## config.mk

```make
export PLATFORM = sky130hd
export DESIGN_NAME = seq_det_sched_flat
export DESIGN_NICKNAME = d
export VERILOG_FILES = /design/src/rtl/seq_det_sched_if.sv /design/src/rtl/seq_det_sched.sv /design/src/flat_wrapper.sv
export SDC_FILE = /design/constraint.sdc
export NUM_CORES = 1
export LEC_CHECK = 0
export CORE_ASPECT_RATIO = 1.4
export CORE_UTILIZATION = 45
export CTS_CLUSTER_DIAMETER = 50
export CTS_CLUSTER_SIZE = 40
export DETAILED_ROUTE_END_ITERATION = 7
export PLACE_DENSITY_LB_ADDON = 0.05
export SYNTH_ARGS = -nofsm -noshare
export SYNTH_HDL_FRONTEND = slang
export SYNTH_SLANG_ARGS = --single-unit
export TNS_END_PERCENT = 30
```

## constraint.sdc

```tcl
create_clock -name i_clk -period 6.7 [get_ports i_clk]
set_input_delay 1.005 -clock i_clk [delete_from_list [all_inputs] [get_ports i_clk]]
set_output_delay 1.005 -clock i_clk [all_outputs]
set_load 0.005 [all_outputs]
```

## src/rtl/seq_det_sched_if.sv

```systemverilog
// Bit-serial request/grant bundle between NCH bit sources and the shared detector.
// The source side drives valid/value; the scheduler answers with a one-hot ready.
interface seq_det_sched_if #(
    parameter int NCH = 4
);
    logic [NCH-1:0] bit_vld;
    logic [NCH-1:0] bit_val;
    logic [NCH-1:0] bit_rdy;

    modport master (output bit_vld, output bit_val, input  bit_rdy);
    modport slave  (input  bit_vld, input  bit_val, output bit_rdy);
endinterface

```

## src/rtl/seq_det_sched.sv

```systemverilog
// Round-robin time-shared "1-then-0" detector: one next-state datapath serves one
// granted channel per cycle, with per-channel 2-bit contexts, detect levels and events.
module seq_det_sched #(
    parameter int NCH  = 4,
    parameter int CNTW = 8,
    localparam int CHW = (NCH > 1) ? $clog2(NCH) : 1
) (
    input  logic              i_clk,
    input  logic              i_rst,
    input  logic [NCH-1:0]    i_ch_en,
    seq_det_sched_if.slave    bus,
    output logic [NCH-1:0]    o_det_out,
    output logic              o_evt_vld,
    output logic [CHW-1:0]    o_evt_ch,
    output logic [CNTW-1:0]   o_evt_total
);
    localparam logic [1:0] S0 = 2'd0;
    localparam logic [1:0] S1 = 2'd1;
    localparam logic [1:0] S2 = 2'd2;

    logic [1:0]       r_ctx [NCH];
    logic [CHW-1:0]   r_ptr;
    logic [NCH-1:0]   r_det_out;
    logic             r_evt_vld;
    logic [CHW-1:0]   r_evt_ch;
    logic [CNTW-1:0]  r_evt_total;

    logic [NCH-1:0]   w_elig;
    logic [2*NCH-1:0] w_rot;
    logic             w_found;
    logic [CHW:0]     w_sum;
    logic [CHW-1:0]   w_gnt;
    logic [CHW-1:0]   w_ptr_nxt;
    logic [1:0]       w_cur;
    logic             w_bit;
    logic [1:0]       w_next;
    logic             w_event;

    assign w_elig = bus.bit_vld & i_ch_en;

    // Rotate the eligible mask so position k is channel ptr+k; the first set bit wins.
    // NOTE: every variable assigned in always_comb gets a default first, so no path
    // leaves it unassigned and no latch is inferred.
    always_comb begin
        w_rot   = {w_elig, w_elig} >> r_ptr;
        w_found = 1'b0;
        w_sum   = '0;
        for (int k = 0; k < NCH; k++) begin
            if (!w_found && w_rot[k]) begin
                w_found = 1'b1;
                w_sum   = (CHW+1)'(r_ptr) + (CHW+1)'(k);
            end
        end
        w_gnt = (w_sum >= (CHW+1)'(NCH)) ? CHW'(w_sum - (CHW+1)'(NCH)) : CHW'(w_sum);
    end

    assign w_ptr_nxt   = (w_gnt == CHW'(NCH - 1)) ? '0 : w_gnt + 1'b1;
    assign bus.bit_rdy = (w_found && !i_rst) ? (NCH'(1) << w_gnt) : '0;

    assign w_cur = r_ctx[w_gnt];
    assign w_bit = bus.bit_val[w_gnt];

    // The illegal encoding 3 falls into the default arm and behaves as S0.
    always_comb begin
        case (w_cur)
            S1:      w_next = w_bit ? S1 : S2;
            S2:      w_next = w_bit ? S0 : S2;
            default: w_next = w_bit ? S1 : S0;
        endcase
    end

    assign w_event = w_found && (w_cur == S1) && !w_bit;

    // NOTE: sequential state uses non-blocking assignments only, so every register
    // samples the pre-edge values regardless of statement order.
    always_ff @(posedge i_clk) begin
        if (i_rst) begin
            // NOTE: the context array is reset element by element because a reset
            // must discard every channel's progress, not just the visible outputs.
            for (int i = 0; i < NCH; i++) begin
                r_ctx[i] <= S0;
            end
            r_ptr       <= '0;
            r_det_out   <= '0;
            r_evt_vld   <= 1'b0;
            r_evt_ch    <= '0;
            r_evt_total <= '0;
        end else begin
            for (int i = 0; i < NCH; i++) begin
                r_det_out[i] <= (r_ctx[i] == S2);
                if (!i_ch_en[i]) begin
                    r_ctx[i] <= S0;
                end else if (w_found && (w_gnt == CHW'(i))) begin
                    r_ctx[i] <= w_next;
                end
            end
            if (w_found) begin
                r_ptr <= w_ptr_nxt;
            end
            r_evt_vld <= w_event;
            if (w_event) begin
                r_evt_ch <= w_gnt;
                if (r_evt_total != '1) begin
                    r_evt_total <= r_evt_total + 1'b1;
                end
            end
        end
    end

    assign o_det_out   = r_det_out;
    assign o_evt_vld   = r_evt_vld;
    assign o_evt_ch    = r_evt_ch;
    assign o_evt_total = r_evt_total;
endmodule
```

## src/flat_wrapper.sv

```systemverilog
// flat-port wrapper written by rule: the top's interface ports become plain ports
module seq_det_sched_flat 
#(
    parameter int NCH  = 4,
    parameter int CNTW = 8,
    localparam int CHW = (NCH > 1) ? $clog2(NCH) : 1
)
  (i_clk, i_rst, i_ch_en, o_det_out, o_evt_vld, o_evt_ch, o_evt_total, bus_bit_vld, bus_bit_val, bus_bit_rdy);
  seq_det_sched_if #(.NCH(NCH)) bus_i ();
  input  logic i_clk;
  input  logic i_rst;
  input  logic [NCH-1:0] i_ch_en;
  output logic [NCH-1:0] o_det_out;
  output logic o_evt_vld;
  output logic [CHW-1:0] o_evt_ch;
  output logic [CNTW-1:0] o_evt_total;
  input wire logic [$bits(bus_i.bit_vld)-1:0] bus_bit_vld;
  input wire logic [$bits(bus_i.bit_val)-1:0] bus_bit_val;
  output wire logic [$bits(bus_i.bit_rdy)-1:0] bus_bit_rdy;
  assign bus_i.bit_vld = bus_bit_vld;
  assign bus_i.bit_val = bus_bit_val;
  assign bus_bit_rdy = bus_i.bit_rdy;
  seq_det_sched #(.NCH(NCH), .CNTW(CNTW)) u_core (.i_clk(i_clk), .i_rst(i_rst), .i_ch_en(i_ch_en), .bus(bus_i), .o_det_out(o_det_out), .o_evt_vld(o_evt_vld), .o_evt_ch(o_evt_ch), .o_evt_total(o_evt_total));
endmodule
```

==> impl_metrics.csv, run 1 <==
group,metric,value,unit
setup_path,reg2reg_setup_slack,3330,ps
clocking,cts.sinks,25,
floorplan,row_count,24,
setup_path,critPathKind,"primary input to primary output",
clocking,clk_pin_slew,100,ps
synth,synth-seq-cells,25,
setup_path,cp_data_arrival_time,3390,ps
global_routing,first_global_vias,1226,
global_routing,grt_use_total,20.4,%
sta,holdWs,459,ps
floorplan,core_region_area,3150,um^2
setup_path,r2r_start,"u_core.r_ptr[0]",
synth,synth.top_cells.by_area,"dfxtp_1 (23%), edfxtp_1 (16%), ha_1 (5.8%)",
pwr,swShare,31.3,%
clocking,post_cts_buffers,0,
placement,gp_congestion,0.807,
setup_path,crit_buf_inv,3,
cells_and_area,diodes,0,
setup_path,endpoint_kind,"primary output",
cells_and_area,fillers,297,
cells_and_area,drive_above_1_share,10.1,%
synth,netlist_instances,158,
min_path,min_path_type,"flop to flop",
sta,worst_slew_pin_slew,921,ps
clocking,cts-htree-levels,1,
placement,hpwl,2510,um
cells_and_area,area_growth,25.2,%
setup_path,crit_family,"buffers and inverters",
sta,setup_tns,0,ps
pwr,combPwrFrac,26.5,%
setup_path,crit_path_start_kind,"primary input",
clocking,cts_hold_buf,0,
flow_run,cap_violations,0,
clocking,cts_resized,0,
floorplan,initial_core_util,47.6,%
min_path,hp-start,"u_core.r_ctx[0][0]",
floorplan,die_w,50.8,um
drt,vias_per_cell,5.67,
outcome,outcome,"completed",
global_routing,antenna_found_initial,0,
setup_path,cp.required,5690,ps
clocking,clockBufferDepth,2,
floorplan,ios,33,
pwr,pwr-share-clk,26.7,%
placement,io_buffers,32,
sta,slew_violations,0,
clocking,numCtsBuffers,3,
drt,ant_nets,0,
drt,dr.pass1.iters,4,
pwr,p_leak,0.690,nW
sta,min_period,4400,ps
floorplan,die-area,3570,um^2
synth,synthArstFlopShare,0,%
sta,fmax,227,MHz
global_routing,grt_max_degree,27,
drt,num_vias,1288,
sta,rsz0062_at_grt,"no",
setup_path,ff2ff_path_depth,12,
setup_path,crit_path_max_incr_delay,560,ps
synth,synth_area_leader_cell,"dfxtp_1",
synth,synth_edf_count,8,
synth,synth.top_cell.area_share,22.7,%
sta,finClkSkew,5.37,ps
drt,route.detailed.drc,0,
sta,setup_viol,0,
pwr,seqPwrFrac,46.9,%
synth,syn-cell-area,1500,um^2
clocking,cts_tree,"yes",
setup_path,critical_path.cell_chain,"clkdlybuf4s50_1 > and2_1 > o22ai_1 > o31ai_4 > inv_1 > ha_1 > and2_1 > clkdlybuf4s50_1",
drt,wire_per_inst,14.8,um
setup_path,cp.depth,8,
global_routing,grt_pass1_wl,5620,um
cells_and_area,utilization,59.6,%
pwr,ir_worst_vdd,0.000153,V
sta,hold_viol,0,
synth,synth.avg_cell_area,9.49,um^2
sta,finalCritPeriodShare,65.6,%
synth,synthFlopType,"dfxtp_1",
drt,routed_wl,3360,um
min_path,worstHoldEndpoint,"u_core.o_det_out[0]",
pwr,p_per_area,194,nW/um^2
synth,syn_nets,179,
pwr,p_int,0.250,mW
floorplan,dieHeight,70.3,um
clocking,clkLatencyLatePin,270,ps
clocking,cts_root_buf,"clkbuf_8",
pwr,p_sw,0.114,mW
synth,netlist-cell-type-count,44,
global_routing,grt-ovfl-total,0,
cells_and_area,nets,210,
synth,synth_warnings,0,
setup_path,slowest_stage,"clkdlybuf4s50_1",
setup_path,cp_max_fo,9,
drt,dr.first_iter.drc_count,59,
min_path,min_path_cells,1,
synth,ys_seq_area_share,38.7,%
setup_path,worstReg2RegEnd,"u_core.o_evt_total[4]",
sta,max_slew_margin,38.4,%
[area by class of cell]
cell class | count | area [um^2] | share of cell area, %
clock inverter | 1 | 8.76 | 0.466
sequential | 25 | 581 | 30.9
tap | 39 | 48.8 | 2.60
clock buffer | 3 | 41.3 | 2.20
multi-input combinational | 119 | 845 | 45.0
inverter | 7 | 26.3 | 1.40
timing repair buffer | 33 | 328 | 17.5
[power by group through the flow]
stage | clock network, mW | logic (mW) | registers, mW
floorplan | 0 | 0.0689 | 0.172
global placement | 0 | 0.0937 | 0.174
detailed placement | 0 | 0.0951 | 0.174
CTS | 0.0984 | 0.0963 | 0.170
global route | 0.106 | 0.106 | 0.171
finish | 0.0969 | 0.0963 | 0.170
[state kept, by name (all words and copies together), names as in the netlist]
name,cells
u_core.o_evt_vld,1
u_core.r_ctx,8
u_core.r_ptr,2
u_core.o_evt_total,8
u_core.o_det_out,4
u_core.o_evt_ch,2
[worst reg2reg max path: stages, from the launching register on]
cell and delay, ps:
dfxtp_1 400, and3b_1 230, a2111o_1 440, o31ai_4 160, mux2i_1 270, nand2_1 60, and2_1 160, inv_1 50
ha_1 260, nand2_1 330, or3_1 470, or3_1 310, a21oi_1 130
[Yosys cell counts (2+ instances only)]
cell type / instances
a21oi_1: 9
or3_1: 2
o31ai_1: 3
nor2_1: 16
nand3_1: 5
ha_1: 7
o21ai_1: 4
clkbuf_1: 3
inv_1: 6
edfxtp_1: 8
nand3b_1: 5
dfxtp_1: 17
buf_2: 2
nor2b_1: 3
or4_1: 2
nand2_1: 18
and3_1: 3
and2_1: 7
mux2_4: 3
nor3b_1: 4
mux2i_1: 7
nor3_2: 2
[cell families after synthesis]
group	count (synthesis)	synth area share, %
muxes	10	7.67
AOI/OAI and AO/OA	27	14.2
and+or+nand+nor	75	28.6
DFF	25	38.7
adders and majority gates	7	5.84
buffers and inverters	14	5.00
[cells in the final DEF (no fill, tap or decap), types with 2 or more instances in the layout]
cell type        count
a21oi_1              9
and2_1               7
and3_1               3
clkbuf_8             3
clkdlybuf4s50_1     32
dfxtp_1             17
edfxtp_1             8
ha_1                 7
inv_1                6
mux2_4               3
mux2i_1              7
nand2_1             18
nand3_1              5
nand3b_1             5
nor2_1              16
nor2b_1              3
nor3_2               2
nor3b_1              4
o21ai_1              4
o31ai_1              3
or3_1                2
or4_1                2
[worst max path at each step]
stage / slack (ps) / startpoint / end
after floorplan: 3230 / bus_bit_vld[0] / u_core.o_evt_total[4]
after global placement: 2300 / i_rst / bus_bit_rdy[0]
after detailed placement: 2180 / i_ch_en[3] / u_core.o_evt_total[4]
after CTS: 2290 / i_rst / bus_bit_rdy[2]
after global routing: 2150 / i_rst / bus_bit_rdy[2]
final: 2300 / i_ch_en[3] / bus_bit_rdy[0]
[per-stage QoR]
stage | std cells | power [mW] | worst slack, ps | cell area [um^2]
floorplan | 158 | 0.241 | 3230 | 1500
global placement | 223 | 0.267 | 2300 | 1830
global route | 227 | 0.383 | 2150 | 1880
CTS | 227 | 0.365 | 2290 | 1880
finish | 227 | 0.363 | 2300 | 1880
detailed placement | 223 | 0.269 | 2180 | 1830
[metal layers]
metal / GRT usage (%) / part of all wire (%) / vias up
met3: 2.83 / 4.0 / 4
met1: 23.2 / 40 / 611
met2: 37.5 / 54 / 45
met4: 7.41 / 1.5 / 0
li1: - / - / 628
met5: 0 / 0 / -
No activity file was read; power rests on OpenSTA's default activity.
==> inputs of run 2 (changes only) <==
==> constraint.sdc (replaced) <==
create_clock -name i_clk -period 3.8 [get_ports i_clk]
set_input_delay 0.57 -clock i_clk [delete_from_list [all_inputs] [get_ports i_clk]]
set_output_delay 0.57 -clock i_clk [all_outputs]
set_load 0.005 [all_outputs]
==> impl_metrics.csv, run 2 (synthesis gave the netlist of run 1 again) <==
group,metric,value,unit
outcome,outcome,"completed",
clocking,cts_hold_buf,0,
drt,num_vias,1276,
cells_and_area,mostFrequentLayoutCell,"clkdlybuf4s50_1",
floorplan,ios,33,
floorplan,die_w,50.8,um
floorplan,die-area,3570,um^2
floorplan,dieHeight,70.3,um
setup_path,crit_path_start_kind,"primary input",
sta,worst_slew_pin_slew,558,ps
placement,dp_cells,227,
drt,ant_nets,0,
sta,hold_viol,0,
sta,max_slew_margin,62.6,%
clocking,clkLatencyLatePin,260,ps
global_routing,grt_use_total,20.8,%
clocking,cts_root_buf,"clkbuf_8",
drt,wire_per_inst,14.5,um
drt,route.detailed.drc,0,
sta,slew_violations,0,
clocking,clk_pin_slew,90,ps
cells_and_area,design_area,1900,um^2
placement,io_buffers,32,
drt,dr.pass1.iters,4,
sta,rsz0062_at_grt,"no",
setup_path,cp_max_fo,9,
pwr,ir_worst_vdd,0.000215,V
placement,place_area,1860,um^2
clocking,post_cts_buffers,0,
cells_and_area,area_growth,26.9,%
clocking,cts.sinks,25,
pwr,p_per_area,334,nW/um^2
setup_path,cp.required,3230,ps
placement,hpwl,2610,um
drt,dr.first_iter.drc_count,33,
sta,fmax,290,MHz
setup_path,critPathKind,"primary input to primary output",
global_routing,grt_max_degree,26,
sta,finalCritPeriodShare,90.8,%
pwr,p_leak,0.708,nW
setup_path,cp_data_arrival_time,2880,ps
min_path,min_path_type,"flop to flop",
cells_and_area,nets,214,
sta,setup_tns,0,ps
cells_and_area,finalNonFillerCells,231,
clocking,clockBufferDepth,2,
floorplan,core_region_area,3150,um^2
global_routing,antenna_found_initial,0,
drt,routed_wl,3340,um
global_routing,grt_pass1_wl,5690,um
cells_and_area,final_cell_mix,"clkdlybuf4s50_1 (32), nand2_1 (18), dfxtp_1 (17), nor2_1 (16), a21oi_1 (9)",
setup_path,endpoint_kind,"primary output",
floorplan,initial_core_util,47.6,%
sta,setup_viol,0,
sta,min_period,3450,ps
cells_and_area,diodes,0,
floorplan,row_count,24,
cells_and_area,fillers,311,
clocking,cts_tree,"yes",
cells_and_area,drive_above_1_share,12.0,%
placement,gp_congestion,0.782,
setup_path,reg2reg_setup_slack,820,ps
global_routing,grt-ovfl-total,0,
drt,vias_per_cell,5.52,
pwr,p_total,0.635,mW
sta,finClkSkew,4.30,ps
clocking,cts-htree-levels,1,
clocking,numCtsBuffers,3,
flow_run,cap_violations,0,
clocking,cts_resized,0,
global_routing,first_global_vias,1337,
## run 2: changes by cell type in the layout (fill, tap and decap cells not counted)
cell      previous run  this run
buf_4                1         5
clkinv_2             0         1
inv_6                1         0
## run 2: where the power goes
part | leakage [nW] | internal [mW] | switching [mW]
clock | 0.0255 | 0.0732 | 0.0844
combinational | 0.454 | 0.0804 | 0.0976
sequential | 0.228 | 0.290 | 0.00984
## run 2: path summary, 6_finish.rpt
kind | from | to | depth (start not counted)
worst min register to register | u_core.r_ctx[3][0] | u_core.o_det_out[3] | 1
worst min-delay path | u_core.r_ctx[3][0] | u_core.o_det_out[3] | 1
worst max register to register | u_core.r_ptr[0] | u_core.o_evt_total[2] | 12
worst max-delay path | i_ch_en[3] | bus_bit_rdy[0] | 8
## run 2: cell type report
cell class                      count  area [um^2]  area share (%)
Tap cell                           39         48.8            2.56
Multi-Input combinational cell    119          845            44.3
Inverter                            7         26.3            1.38
Clock inverter                      1         5.00           0.263
Sequential cell                    25          581            30.5
Clock buffer                        3         41.3            2.17
Timing Repair Buffer               37          358            18.8
## run 2: metal layers
layer / vias to the layer above / wire length, um / global-route usage [%]
met4: 0 / 82 / 8.95
li1: 640 / - / -
met2: 25 / 1790 / 39.4
met1: 605 / 1400 / 21.8
met3: 6 / 67 / 2.83
met5: - / 0 / 0
## run 2: critical path, stage by stage
cell and delay (ps):
clkdlybuf4s50_1 530, and2_1 180, o22ai_1 160, o31ai_4 490, inv_1 140, ha_1 240, and2_1 140, clkdlybuf4s50_1 440
## run 2: metrics by stage
step	util [%]	hold WS (ps)	setup WS, ps
3_5_place_dp	58.9	435	97.0
2_1_floorplan	-	415	762
4_1_cts	60.4	449	358
6_report	60.4	446	350
5_1_grt	60.4	473	155
3_3_place_gp	58.9	432	178
==> inputs of run 3 (changes only) <==
--- a/config.mk
+++ b/config.mk
@@ -10,6 +10,7 @@
 export CTS_CLUSTER_DIAMETER = 50
 export CTS_CLUSTER_SIZE = 40
 export DETAILED_ROUTE_END_ITERATION = 7
+export GPL_TIMING_DRIVEN = 0
 export PLACE_DENSITY_LB_ADDON = 0.05
 export SYNTH_ARGS = -nofsm -noshare
 export SYNTH_HDL_FRONTEND = slang
==> impl_metrics.csv, run 3 (synthesis gave the netlist of run 1 again) <==
group,metric,value,unit
cells_and_area,nets,218,
pwr,swShare,31.1,%
floorplan,initial_core_util,47.6,%
cells_and_area,utilization,61.7,%
floorplan,row_count,24,
floorplan,ios,33,
floorplan,core_region_area,3150,um^2
clocking,cts_tree,"yes",
global_routing,grt_use_total,22.0,%
sta,worst_slew_pin_slew,588,ps
cells_and_area,diodes,0,
cells_and_area,final_cell_mix,"clkdlybuf4s50_1 (31), nand2_1 (18), dfxtp_1 (17), nor2_1 (16), a21oi_1 (9)",
pwr,seqPwrFrac,45.0,%
floorplan,dieHeight,70.3,um
setup_path,cp_data_arrival_time,3790,ps
clocking,cts-htree-levels,1,
sta,finClkSkew,5.12,ps
sta,slew_violations,0,
placement,place_area,1860,um^2
placement,hpwl,2670,um
sta,finalCritPeriodShare,95.3,%
pwr,ir_worst_vdd,0.000255,V
setup_path,endpoint_kind,"flop",
sta,fmax,276,MHz
pwr,p_per_area,342,nW/um^2
floorplan,die_w,50.8,um
placement,dp_cells,228,
placement,gp_congestion,0.790,
pwr,p_leak,0.726,nW
pwr,p_sw,0.207,mW
pwr,p_int,0.458,mW
global_routing,grt_max_degree,17,
floorplan,die-area,3570,um^2
global_routing,first_global_vias,1311,
sta,hold_viol,0,
sta,rsz0062_at_grt,"no",
global_routing,busiest_layer,"met2",
setup_path,cp_max_fo,10,
global_routing,grt-ovfl-total,0,
cells_and_area,drive_above_1_share,12.8,%
clocking,cts_root_buf,"clkbuf_8",
outcome,outcome,"completed",
drt,dr.pass1.iters,4,
clocking,cts.sinks,25,
sta,max_slew_margin,60.6,%
global_routing,grt_use_met1,23.9,%
global_routing,gr-usage-met2,40.1,%
sta,setup_viol,0,
drt,wire_per_inst,15.2,um
drt,num_vias,1316,
drt,dr.first_iter.drc_count,48,
setup_path,critPathKind,"primary input to flop",
clocking,clockBufferDepth,2,
global_routing,antenna_found_initial,0,
cells_and_area,mostFrequentLayoutCell,"clkdlybuf4s50_1",
setup_path,crit_path_start_kind,"primary input",
cells_and_area,area_growth,29.6,%
flow_run,cap_violations,0,
clocking,clkLatencyLatePin,280,ps
global_routing,grt_pass1_wl,5930,um
global_routing,grt_util_met3,3.70,%
cells_and_area,design_area,1940,um^2
drt,ant_nets,0,
pwr,combPwrFrac,29.3,%
setup_path,cp.required,3970,ps
placement,io_buffers,31,
clocking,cts_resized,0,
drt,routed_wl,3580,um
clocking,cts_hold_buf,0,
min_path,min_path_type,"flop to flop",
clocking,numCtsBuffers,3,
clocking,clk_pin_slew,100,ps
pwr,p_total,0.664,mW
pwr,pwr-share-clk,25.6,%
drt,route.detailed.drc,0,
cells_and_area,finalNonFillerCells,235,
cells_and_area,fillers,297,
sta,min_period,3620,ps
drt,vias_per_cell,5.60,
run 3: power groups by stage:
stage / sequential, mW / combinational, mW / clock, mW
after global placement: 0.304 / 0.177 / 0
final: 0.299 / 0.195 / 0.170
after global routing: 0.301 / 0.212 / 0.185
after detailed placement: 0.305 / 0.182 / 0
after floorplan: 0.304 / 0.121 / 0
after CTS: 0.299 / 0.184 / 0.174
run 3: worst max-delay path, stage by stage:
cell,delay [ps]
clkdlybuf4s50_1,610
a22oi_2,160
a2111o_1,410
o31ai_4,90
buf_12,170
mux2i_1,190
nand2_1,60
and2_1,170
inv_1,70
ha_1,280
nand2_1,170
buf_2,230
nor4_2,280
mux2_4,330
run 3: worst paths after layout:
| path | from | endpoint | slack [ps] | cells past startpoint |
|---|---|---|---|---|
| worst max register to register | u_core.r_ptr[0] | u_core.o_evt_total[3] | 620 | 13 |
| worst max-delay path | i_ch_en[1] | u_core.o_evt_total[3] | 180 | 14 |
| worst min-delay path | u_core.r_ctx[1][0] | u_core.o_det_out[1] | 450 | 1 |
| worst min register to register | u_core.r_ctx[1][0] | u_core.o_det_out[1] | 450 | 1 |
run 3: per-stage QoR:
step                      worst slack [ps]  hold WS [ps]  TNS [ps]
after floorplan                        762           415         0
after global placement                -107           425      -238
after detailed placement              -188           439      -468
after CTS                             94.0           454         0
after global routing                  18.0           462         0
final                                  180           452         0
run 3: metal layers:
metal / up-vias / wire length, um
met1: 631 / 1440
li1: 642 / -
met2: 37 / 1940
met4: 0 / 69
met3: 6 / 130
met5: - / 0
run 3: final cells by class:
| class | count | area, um^2 | area share (%) |
|---|---|---|---|
| Multi-Input combinational cell | 119 | 845 | 43.4 |
| Clock inverter | 1 | 8.76 | 0.450 |
| Clock buffer | 3 | 41.3 | 2.12 |
| Sequential cell | 25 | 581 | 29.9 |
| Timing Repair Buffer | 34 | 345 | 17.8 |
| Buffer | 7 | 48.8 | 2.51 |
| Inverter | 7 | 26.3 | 1.35 |
| Tap cell | 39 | 48.8 | 2.51 |
run 3: repair_timing:
action,in CTS,in global routing
setup buffers,0,3
setup endpoints to repair,0,2
hold endpoints to repair,0,0
